**config.mk**
```make
export PLATFORM = sky130hd
export DESIGN_NAME = game_ctrl
export DESIGN_NICKNAME = d
export VERILOG_FILES = /design/src/rtl/flappy_pkg.sv /design/src/rtl/bcd_add_sat.sv /design/src/rtl/game_ctrl.sv
export SDC_FILE = /design/constraint.sdc
export NUM_CORES = 1
export LEC_CHECK = 0
export CELL_PAD_IN_SITES_DETAIL_PLACEMENT = 1
export CELL_PAD_IN_SITES_GLOBAL_PLACEMENT = 2
export CORE_MARGIN = 4
export CORE_UTILIZATION = 33
export CTS_BUF_LIST = sky130_fd_sc_hd__clkbuf_16
export CTS_CLUSTER_SIZE = 16
export DETAILED_ROUTE_END_ITERATION = 7
export GPL_TIMING_DRIVEN = 0
export HOLD_SLACK_MARGIN = 0.08
export PLACE_DENSITY_LB_ADDON = 0.25
export SYNTH_ARGS = -nofsm -noshare
export SYNTH_HDL_FRONTEND = slang
export SYNTH_SLANG_ARGS = --single-unit
```
**constraint.sdc**
```tcl
create_clock -name clk -period 17.66 [get_ports clk]
set_input_delay 1.766 -clock clk [delete_from_list [all_inputs] [get_ports clk]]
set_output_delay 1.766 -clock clk [all_outputs]
set_load 0.02 [all_outputs]
```
**src/rtl/flappy_pkg.sv**
```systemverilog
// Shared constants and types for the flappy game pipeline (draw_game, game_ctrl).
package flappy_pkg;

  localparam int unsigned BIRD_X      = 200;
  localparam int unsigned BIRD_WIDTH  = 40;
  localparam int unsigned BIRD_HEIGHT = 30;
  localparam int unsigned TUBE_WIDTH  = 120;
  localparam int unsigned GAP_HEIGHT  = 150;
  localparam int unsigned N_TUBES     = 3;
  localparam int unsigned OVER_FRAMES = 60;

  localparam int unsigned TUBE_XW    = 11;
  localparam int unsigned OVER_CNT_W = $clog2(OVER_FRAMES + 1);

  typedef enum logic [1:0] {IDLE, PLAY, OVER} game_state_t;
  typedef logic [11:0] bcd3_t;

  // Adds a small increment to one BCD digit; returns {carry, digit}.
  function automatic logic [4:0] bcd_digit_add(input logic [3:0] d, input logic [1:0] inc);
    logic [4:0] s;
    s = 5'(d) + 5'(inc);
    if (s > 5'd9) return {1'b1, 4'(s - 5'd10)};
    return {1'b0, s[3:0]};
  endfunction

endpackage

```
**src/rtl/bcd_add_sat.sv**
```systemverilog
// Three-digit BCD add of a 0..3 increment, saturating at 999, plus a compare against b.
module bcd_add_sat
  import flappy_pkg::*;
(
  input  bcd3_t      a,
  input  logic [1:0] inc,
  input  bcd3_t      b,
  output bcd3_t      sum_c,
  output logic       gt_c
);

  logic [4:0] d0, d1, d2;

  always_comb begin
    d0 = bcd_digit_add(a[3:0], inc);
    d1 = bcd_digit_add(a[7:4], {1'b0, d0[4]});
    d2 = bcd_digit_add(a[11:8], {1'b0, d1[4]});
    if (d2[4]) sum_c = 12'h999;
    else       sum_c = {d2[3:0], d1[3:0], d0[3:0]};
  end

  // Valid BCD digits order identically to binary, so a plain compare is digit-wise MSB first.
  assign gt_c = (sum_c > b);

endmodule

```
**src/rtl/game_ctrl.sv**
```systemverilog
// Game-flow controller: IDLE/PLAY/OVER sequencing, tube-pass scoring and best score tracking.
module game_ctrl
  import flappy_pkg::*;
(
  input  logic                         clk,
  input  logic                         rst,
  input  logic                         frame_tick,
  input  logic                         mouse_left,
  input  logic                         collision,
  input  logic [N_TUBES*TUBE_XW-1:0]   tube_x,
  output logic                         game_rst,
  output logic                         mouse_left_game,
  output logic                         game_over,
  output logic [11:0]                  score,
  output logic [11:0]                  best
);

  localparam logic [OVER_CNT_W-1:0] OVER_CNT_MAX = OVER_CNT_W'(OVER_FRAMES);

  game_state_t               state;
  logic                      mouse_left_d;
  logic [N_TUBES-1:0]        behind_prev;
  logic [OVER_CNT_W-1:0]     over_cnt;

  logic [N_TUBES-1:0]        behind_c;
  logic [N_TUBES-1:0]        pass_c;
  logic [1:0]                pass_cnt_c;
  logic [1:0]                inc_c;
  logic                      click_c;
  bcd3_t                     score_sum_c;
  logic                      sum_gt_best_c;

  // A slot is behind the bird once its right edge clears BIRD_X; 12-bit sum avoids overflow.
  always_comb begin
    behind_c   = '0;
    pass_cnt_c = '0;
    for (int i = 0; i < N_TUBES; i++) begin
      logic [TUBE_XW-1:0] slot;
      slot        = tube_x[i*TUBE_XW +: TUBE_XW];
      behind_c[i] = ~slot[TUBE_XW-1] &
                    (({1'b0, slot} + 12'(TUBE_WIDTH)) < 12'(BIRD_X));
    end
    pass_c = behind_c & ~behind_prev;
    for (int i = 0; i < N_TUBES; i++) begin
      pass_cnt_c = pass_cnt_c + 2'(pass_c[i]);
    end
  end

  assign click_c = mouse_left & ~mouse_left_d;
  assign inc_c   = (frame_tick && state == PLAY) ? pass_cnt_c : 2'd0;

  bcd_add_sat u_bcd_add_sat (
    .a     (score),
    .inc   (inc_c),
    .b     (best),
    .sum_c (score_sum_c),
    .gt_c  (sum_gt_best_c)
  );

  always_ff @(posedge clk or posedge rst) begin
    if (rst) begin
      state           <= IDLE;
      game_rst        <= 1'b1;
      mouse_left_game <= 1'b0;
      game_over       <= 1'b0;
      score           <= '0;
      best            <= '0;
      over_cnt        <= '0;
      mouse_left_d    <= 1'b0;
      behind_prev     <= '0;
    end else begin
      mouse_left_d    <= mouse_left;
      mouse_left_game <= mouse_left & (state == PLAY);
      if (frame_tick) behind_prev <= behind_c;

      case (state)
        IDLE: begin
          score <= '0;
          if (click_c) begin
            state    <= PLAY;
            game_rst <= 1'b0;
          end
        end
        PLAY: begin
          score <= score_sum_c;
          // Passes in the collision cycle still count and feed the best compare.
          if (collision) begin
            state     <= OVER;
            game_over <= 1'b1;
            over_cnt  <= '0;
            if (sum_gt_best_c) best <= score_sum_c;
          end
        end
        OVER: begin
          if (frame_tick && over_cnt != OVER_CNT_MAX) over_cnt <= over_cnt + OVER_CNT_W'(1);
          if (click_c && over_cnt == OVER_CNT_MAX) begin
            state     <= IDLE;
            game_rst  <= 1'b1;
            game_over <= 1'b0;
            score     <= '0;
          end
        end
        default: begin
          state     <= IDLE;
          game_rst  <= 1'b1;
          game_over <= 1'b0;
          score     <= '0;
        end
      endcase
    end
  end

endmodule

```
Word level (Yosys, flattened, before mapping). Index checks and enable logic that the tools add are counted. Widths: inputs -> output; s select.

Register bits after elaboration: 39. Output and inout port bits: 27.

Eq/ne operators: 8. $add $sub $neg: 12. Mux-type cells: 26. $lt $le $gt $ge: 7. Bitwise gates (word level): 13. Reduce and logical (&&, ||, !) cells: 10.

Operator list (count): $add 11x7->12 const B (3); $lt 12x8->1 const B (3); $mux 5 (6); $mux 12 (2); $pmux 12 s2 (1); $gt 5x4->1 const B (3); $reduce_and 3->1 (5); $gt 12x12->1 (1); $mux 6 (2); $pmux 6 s2 (1); $sub 4x4->4 const B (3); $add 4x1->5 (2); $mux 2 (4); $ne 2x2->1 const B (4); $mux 1 (7); $add 6x1->6 const B (1); $eq 6x6->1 const B (1); $ne 6x6->1 const B (1); $not 1->1 (6); $pmux 1 s3 (2); $pmux 2 s3 (1); $add 4x2->5 (1); $and 1x1->1 (5); $and 3x3->3 (1); other kinds (8) (10).

Logic depth before layout (Yosys ltp). Gate-level depths: netlist (run 1).

Word-level depth: 22. Gate-level depth with buffers: 41. Gate-level depth less buffers: 39.

Modules after synthesis. A second synthesis (run 1) with hierarchy kept.

Cells, all modules: 318. Area total of the unflattened synthesis: 2905.3 µm².

By module, submodules not included: game_ctrl (instances 1, area each 1963.1 µm², seq. area each 977.2 µm², cells an instance 182); bcd_add_sat (instances 1, area each 942.2 µm², seq. area each 0.0 µm², cells an instance 136).

Least setup slack after synthesis (run 1). OpenSTA, ideal clock, no wires.

Path kind: input to register. From: in tube_x[3]. To: reg best[10]. Stages on the path: 38. Path slack: 8.732 ns. Buffers on the path: 2. Setup time: 0.125 ns. Arrival: 8.803 ns. Cells stage by stage: inv_1 ha_1 xor2_1 o32a_1 o22ai_1 nor4_1 nor2b_1 fa_1 and3_1 ha_1 inv_1 fa_1 xor2_1 ha_1 nand2_1 nand2_1 nand2_1 o211ai_1 [... 2 more ...] o21ai_0 nand2_1 nand2_1 a21oi_1 ha_1 ha_1 o21a_1 o221a_2 buf_6 a311o_1 ha_1 nand2_1 a221oi_2 o31a_1 a311o_2 o211ai_2 buf_6 mux2_4.

Cells in the longest elaborated chain, start to end: 22. Elaborated cells on any way between the ends: 28.

Ends and longest elaborated chain: start: declaration (RTL line game_ctrl.sv:10) `input logic [N_TUBES*TUBE_XW-1:0] tube_x,`; $add 11x7->12 (*) (RTL line game_ctrl.sv:41) `(({1'b0, slot} + 12'(TUBE_WIDTH)) < 12'(BIRD_X));`; $lt 12x8->1 (*) (RTL line game_ctrl.sv:41); $and 1x1->1 (*) (RTL line game_ctrl.sv:40) `behind_c[i] = ~slot[TUBE_XW-1] &`; $and 3x3->3 (*) (RTL line game_ctrl.sv:43) `pass_c = behind_c & ~behind_prev;`; $add 1x1->2 (*) (RTL line game_ctrl.sv:45) `pass_cnt_c = pass_cnt_c + 2'(pass_c[i]);`; $add 2x1->2 (*) (RTL line game_ctrl.sv:45); $mux 2 (*) (RTL line game_ctrl.sv:50) `assign inc_c = (frame_tick && state == PLAY) ? pass_cnt_c : 2'd0;`; $add 4x2->5 (*) (RTL line flappy_pkg.sv:21) `s = 5'(d) + 5'(inc);`; [... 7 more ...]; $add 4x1->5 (RTL line flappy_pkg.sv:21); $gt 5x4->1 (RTL line flappy_pkg.sv:22) `if (s > 5'd9) return {1'b1, 4'(s - 5'd10)};`; $mux 1 (RTL line flappy_pkg.sv:22); $mux 5 (RTL line flappy_pkg.sv:23) `return {1'b0, s[3:0]};`; $mux 12 (*) (RTL line bcd_add_sat.sv:18) `if (d2[4]) sum_c = 12'h999;`; via score_sum_c[7] (RTL line game_ctrl.sv:30) `bcd3_t score_sum_c;`; $gt 12x12->1 (*) (RTL line bcd_add_sat.sv:23) `assign gt_c = (sum_c > b);`; $reduce_and 3->1 (no line) (*); end signal: assignment (RTL line game_ctrl.sv:91) `if (sum_gt_best_c) best <= score_sum_c;`; end: declaration (RTL line game_ctrl.sv:15) `output logic [11:0] best`.

Mark *: on every way through the listed nets, which the timed path passes. The rest lies on a longest branch. The select of a mux whose other input is x is not followed. A chain may end at the register's enable or synchronous reset.

Worst setup path in the final report (run 1).
From: in tube_x[3]. To: reg best[2].

The elaborated chain is that of the path after synthesis.

==> results of run 1 <==
stage by stage:
| stage | utilization | std cells |
|---|---|---|
| detailed placement | 0.4250 | 468 |
| CTS | 0.4483 | 476 |
| global route | 0.4483 | 476 |
| floorplan | - | 308 |
| finish | 0.4483 | 476 |
| global placement | 0.4250 | 468 |
sequential cells by signal, indices dropped and copies added (netlist names):
signal and flops:
mouse_left_d 1, mouse_left_game 1, behind_prev 3, state 2, best 12, over_cnt 6, game_over 1, game_rst 1
score 12
report_power, final:
group | internal [uW] | leakage, uW | switching [uW]
sequential | 97.7 | 0.000518 | 7.08
clock | 80.9 | 0.0000900 | 35.6
combinational | 23.8 | 0.00114 | 34.9
total | 202 | 0.00175 | 77.7
layout make-up:
cell class                      instances  area, sq um  area share
Buffer                                  7        43.79     0.01183
Clock buffer                            5        125.1     0.03380
Clock inverter                          3        67.56     0.01825
Inverter                               36        135.1     0.03650
Multi-Input combinational cell        226         1672      0.4515
Sequential cell                        39        977.2      0.2639
Tap cell                              105        131.4     0.03548
Timing Repair Buffer                   55        550.5      0.1487
layer usage:
layer / share of wire / wire, um
met2: 0.53 / 3718
met5: 0 / 0
met1: 0.43 / 3018
met3: 0.038 / 272
met4: 0.0083 / 59
layout by cell type (no fill, tap or decap), drive strengths merged, types with 4 or more instances in the layout:
master | synthesis | layout
clkdlybuf4s50 | 0 | 55
dfrtp | 38 | 38
inv | 36 | 36
nand2 | 28 | 28
ha | 25 | 25
nor2 | 22 | 22
a21oi | 19 | 19
o21ai | 17 | 17
mux2 | 10 | 10
xnor2 | 9 | 9
a22o | 8 | 8
clkbuf | 3 | 8
xor2 | 7 | 7
nand3 | 6 | 6
nand2b | 6 | 6
a21o | 6 | 6
and3 | 5 | 5
nor3 | 5 | 5
and4 | 4 | 4
nor2b | 4 | 4
o211ai | 4 | 4
buf | 4 | 4
kinds of logic (layout without fill, tap and decap cells):
family / after synthesis / count (layout)
flip-flops: 39 / 39
XOR/XNOR: 16 / 16
buffers and inverters: 43 / 106
multiplexers: 13 / 13
adder cells (fa/ha/maj): 27 / 27
AO/OA/AOI/OAI: 73 / 73
AND/OR/NAND/NOR: 97 / 97
path summary, 6_finish.rpt:
kind / endpoint / slack (ns)
max in group asynchronous: best[9] / 15.15
worst min register to register: behind_prev[0] / 0.51
worst max register to register: best[2] / 10.02
worst max-delay path: best[2] / 7.62
min in group asynchronous: over_cnt[5] / 1.98
worst min-delay path: behind_prev[0] / 0.51
==> impl_metrics.ini, run 1 <==
[logic_synthesis]
synth_top_cell_area_share = 0.3363
synth_area_sq_um = 2828
yosys.area.top_type = dfrtp_1
yosysMostFrequentCell = dfrtp_1
synthXorXnorAreaFrac = 0.05221
async_flop_share = 1.000
synth_seq_area_share = 0.3456
ys.flop_type = dfrtp_1
synth-edff-count = 0
synth-seq-cells = 39
synth_compound_area_frac = 0.1770
postSynthAreaPerCell_sq_um = 9.181
synth_cells = 308
synth_top_family_by_area = compound AO/OA/AOI/OAI gates
synthTopCellsByArea = dfrtp_1, ha_1, inv_1, mux2_4, nand2_1
synth_common_cells = dfrtp_1, inv_1, nand2_1
synth_fa_ha_area_frac = 0.1248
synth_nets = 373
muxShareOfSynthArea = 0.06106
ys_warn_count = 0
synthDistinctLibCells = 54
synth_simple_gate_area_frac = 0.1761

[pwr]
pwr_density_cell_nw_per_um2 = 75.67
total_leakage_power_uw = 0.001750
vdd_drop_max_uv = 45.70
p_total_uw = 280.1

[timing]
worst_slew_pin_slew_ns = 0.8310
setup_viol = 0
holdWs_ns = 0.5057
max_freq_mhz = 99.56
period_share = 0.5688
slew_headroom = 0.4452
min_period_ns = 10.04
rsz0062_at_grt = no
hold_viol = 0
report.final.slew_viol_count = 0
setup_slack_ns = 7.615
finalSetupTns_ns = 0
skew_ns = 0.002829

[worst_setup_path]
crit_path_top_delay_cell = fa_1
startpoint = tube_x[3]
reg2reg_depth = 32
r2r-start = state[1]
path_buf_inv = 5
path_max_fanout = 10
crit_required_ns = 17.82
cpMostUsedCell = ha_1
crit_type = in2reg
critPathTopFamily = adder cells
end_kind = flip-flop
start_kind = primary input
cp_num_cells = 40
slowest_delay_ns = 0.52
cp.arrival_ns = 10.21

[cts]
cts_made_buffers = 5
cts_resized = 0
cts-root-buf = clkbuf_16
clkLatencyLatePin_ns = 0.28
ctsHoldBuffers = 0
cts_buffer_depth = 2
cts_tree = done
cts_sinks = 39
postCtsSetupBuffers = 0
path_clk_slew_ns = 0.06
htreeDepth = 2

[detailed_routing]
num_vias = 2444
avgRoutedWirePerCell_um = 14.85
antenna_left = 0
drt-vias-per-instance = 5.134
drt-initial-drc-count = 42
drt_wl_total_mm = 7.069
drc = 0
detail_route.first_pass.iterations = 4

[global_route]
use_met1 = 0.1649
antenna_found_initial = 0
grt_usage = 0.1433
grt_pass1_vias = 2542
busiest_layer = met2
grt_use_met2 = 0.2722
globalRouteOverflowTotal = 0
grt_util_met3 = 0.02353
grt_max_degree = 40
grt_pass1_wl_mm = 11.74

[floorplanning]
die_w_um = 100.6
start_util = 0.3424
pin_count = 65
core_sq_um = 8258
die_h_um = 100.6
row_count = 33
dieArea_sq_um = 10110

[outcome]
status = finished clean

[flow_run]
maxCapViolCount = 0

[finish]
final_nets = 435
finish.instance_area_sq_um = 3702
fill_cells = 961
area_growth_pct = 30.93
drive_gt1_frac = 0.09164
antenna_cells = 0

[min_path]
hp-class = reg2reg
min-delay-start = behind_prev[0]
min_path_cells = 1

[placement]
gp_congestion = 0.7759
dpl_cell_area_sq_um = 3510
post-dp-hpwl_mm = 5.661
pre_cts_slack_ns = 7.225
numPortBuffers = 55
No activity file was read; power rests on OpenSTA's default activity.
==> run 2, diff against run 1 <==
--- a/config.mk
+++ b/config.mk
@@ -8,7 +8,7 @@
 export CELL_PAD_IN_SITES_DETAIL_PLACEMENT = 1
 export CELL_PAD_IN_SITES_GLOBAL_PLACEMENT = 2
 export CORE_MARGIN = 4
-export CORE_UTILIZATION = 33
+export CORE_UTILIZATION = 27
 export CTS_BUF_LIST = sky130_fd_sc_hd__clkbuf_16
 export CTS_CLUSTER_SIZE = 16
 export DETAILED_ROUTE_END_ITERATION = 7
==> constraint.sdc (replaced) <==
create_clock -name clk -period 8.5 [get_ports clk]
set_input_delay 0.85 -clock clk [delete_from_list [all_inputs] [get_ports clk]]
set_output_delay 0.85 -clock clk [all_outputs]
set_load 0.02 [all_outputs]
==> impl_metrics.ini, run 2 (synthesized netlist as in run 1, its figures left out) <==
[worst_setup_path]
cp_num_cells = 37
startpoint = tube_x[7]
start_kind = primary input
path_max_fanout = 7
reg2reg_depth = 31
cp.arrival_ns = 8.25
worstSetupEndpoint = best[3]
cpMostUsedCell = ha_4
end_kind = flip-flop
crit_path_top_delay_cell = fa_1
crit_type = in2reg
r2r-start = state[1]
rrSetupSlack_ns = 1.54
r2r_end = best[3]
slowest_delay_ns = 0.52
critPathTopFamily = compound AO/OA/AOI/OAI gates
crit_required_ns = 8.67
path_buf_inv = 4

[global_route]
grt_pass1_vias = 2520
grt_pass1_wl_mm = 12.43
antenna_found_initial = 0
globalRouteOverflowTotal = 0
grt_max_degree = 40
grt_usage = 0.1313

[timing]
hold_viol = 0
rsz0062_at_grt = no
holdWs_ns = 0.5266
report.final.slew_viol_count = 0
slew_headroom = 0.4188
skew_ns = 0.004172
period_share = 0.9517
worst_slew_pin_slew_ns = 0.8705
max_freq_mhz = 123.6
setup_viol = 0
finalSetupTns_ns = 0
min_period_ns = 8.090

[cts]
cts_made_buffers = 5
cts_sinks = 39
path_clk_slew_ns = 0.06
clkLatencyLatePin_ns = 0.28
cts_buffer_depth = 2
cts_tree = done
ctsHoldBuffers = 0
cts-root-buf = clkbuf_16
htreeDepth = 2

[detailed_routing]
drc = 0
antenna_left = 0
drt-vias-per-instance = 4.753
drt_wl_total_mm = 7.836
avgRoutedWirePerCell_um = 14.98
drt-initial-drc-count = 34
num_vias = 2486
detail_route.first_pass.iterations = 4

[floorplanning]
core_sq_um = 10280
start_util = 0.2751
pin_count = 65
die_h_um = 110.3
row_count = 37
dieArea_sq_um = 12170
die_w_um = 110.3

[flow_run]
maxCapViolCount = 0

[placement]
dpl_cell_area_sq_um = 3548
numPortBuffers = 55
post-dp-hpwl_mm = 5.671
gp_congestion = 0.7488

[finish]
fin_util = 0.3870
drive_gt1_frac = 0.1912
area_growth_pct = 40.66
final_cell_mix = clkdlybuf4s50_1, dfrtp_1, inv_1, nand2_1, nor2_1
layout_commonest_cell = clkdlybuf4s50_1
final_nets = 451
antenna_cells = 0
top_regs = best x12, score x12, over_cnt x6
finish.instance_area_sq_um = 3978

[pwr]
vdd_drop_max_uv = 82.92
total_leakage_power_uw = 0.001871
pwr_density_cell_nw_per_um2 = 132.6

[outcome]
status = finished clean

[min_path]
hp-class = reg2reg
## run 2: changes by cell type in the layout (fill, tap and decap cells not counted), sizes merged
cell / change
dlygate4sd2: +1
clkdlybuf4s50: -6
buf: +16
clkinv: +1
bufinv: -2
clkdlybuf4s15: +1
inv: +1
dlymetal6s2s: +4
## run 2: power breakdown
| group | internal (uW) | switching [uW] | leakage, uW |
|---|---|---|---|
| Sequential | 203 | 15.3 | 0.000518 |
| Combinational | 50.6 | 75.0 | 0.00128 |
| Clock | 107 | 76.3 | 0.0000710 |
## run 2: cell type report
cell class	instances	area [sq um]
Inverter	36	135.1
Clock buffer	5	125.1
Buffer	6	32.53
Clock inverter	3	16.27
Sequential cell	39	977.2
Multi-Input combinational cell	226	1831
Tap cell	136	170.2
Fill cell	1214	6300
Timing Repair Buffer	72	690.7
## run 2: routing by layer
layer	vias to the layer above	global-route usage	share of wire
met4	0	0.03166	0.0094
met1	1205	0.1583	0.44
met5	-	0	0
met2	36	0.2396	0.51
met3	7	0.02504	0.035
li1	1238	-	-
## run 2: per-stage QoR
stage / std cells / power (uW) / setup WS, ns
after floorplan: 308 / 292.2 / 0.4876
after global placement: 499 / 344.8 / -0.8191
after detailed placement: 499 / 347.0 / -1.012
after CTS: 518 / 535.9 / 0.01274
after global routing: 523 / 562.6 / 0.007970
final: 523 / 527.3 / 0.4104
## run 2: what timing repair did
action                                 in CTS  in global routing
gates cloned                                1                  0
pin swaps                                  11                 19
setup buffers                              11                  5
endpoints found under the hold margin       0                  0
setup endpoints to repair                  12                 12
gates resized for setup                    24                 21
## run 2: worst min path at each step
| stage | startpoint | endpoint | slack (ns) | depth (start not counted) |
|---|---|---|---|---|
| 6_report | behind_prev[1] | behind_prev[1] | 0.53 | 2 |
| 5_1_grt | game_rst | game_rst | 0.55 | 2 |
| 4_1_cts | behind_prev[0] | behind_prev[0] | 0.52 | 1 |
| 3_5_place_dp | behind_prev[0] | behind_prev[0] | 0.51 | 1 |
| 3_3_place_gp | behind_prev[0] | behind_prev[0] | 0.49 | 1 |
| 2_1_floorplan | mouse_left_d | game_rst | 0.48 | 2 |
## run 2: worst min-delay path, stage by stage, from the launching register on
cell and delay (ns):
dfrtp_1 0.36, inv_1 0.06, o21ai_0 0.07
==> run 3, diff against run 2 <==
--- a/config.mk
+++ b/config.mk
@@ -5,6 +5,7 @@
 export SDC_FILE = /design/constraint.sdc
 export NUM_CORES = 1
 export LEC_CHECK = 0
+export CAP_MARGIN = 30
 export CELL_PAD_IN_SITES_DETAIL_PLACEMENT = 1
 export CELL_PAD_IN_SITES_GLOBAL_PLACEMENT = 2
 export CORE_MARGIN = 4
==> results of run 3 <==
The final DEF is identical to that of run 2; final timing and power are the same.
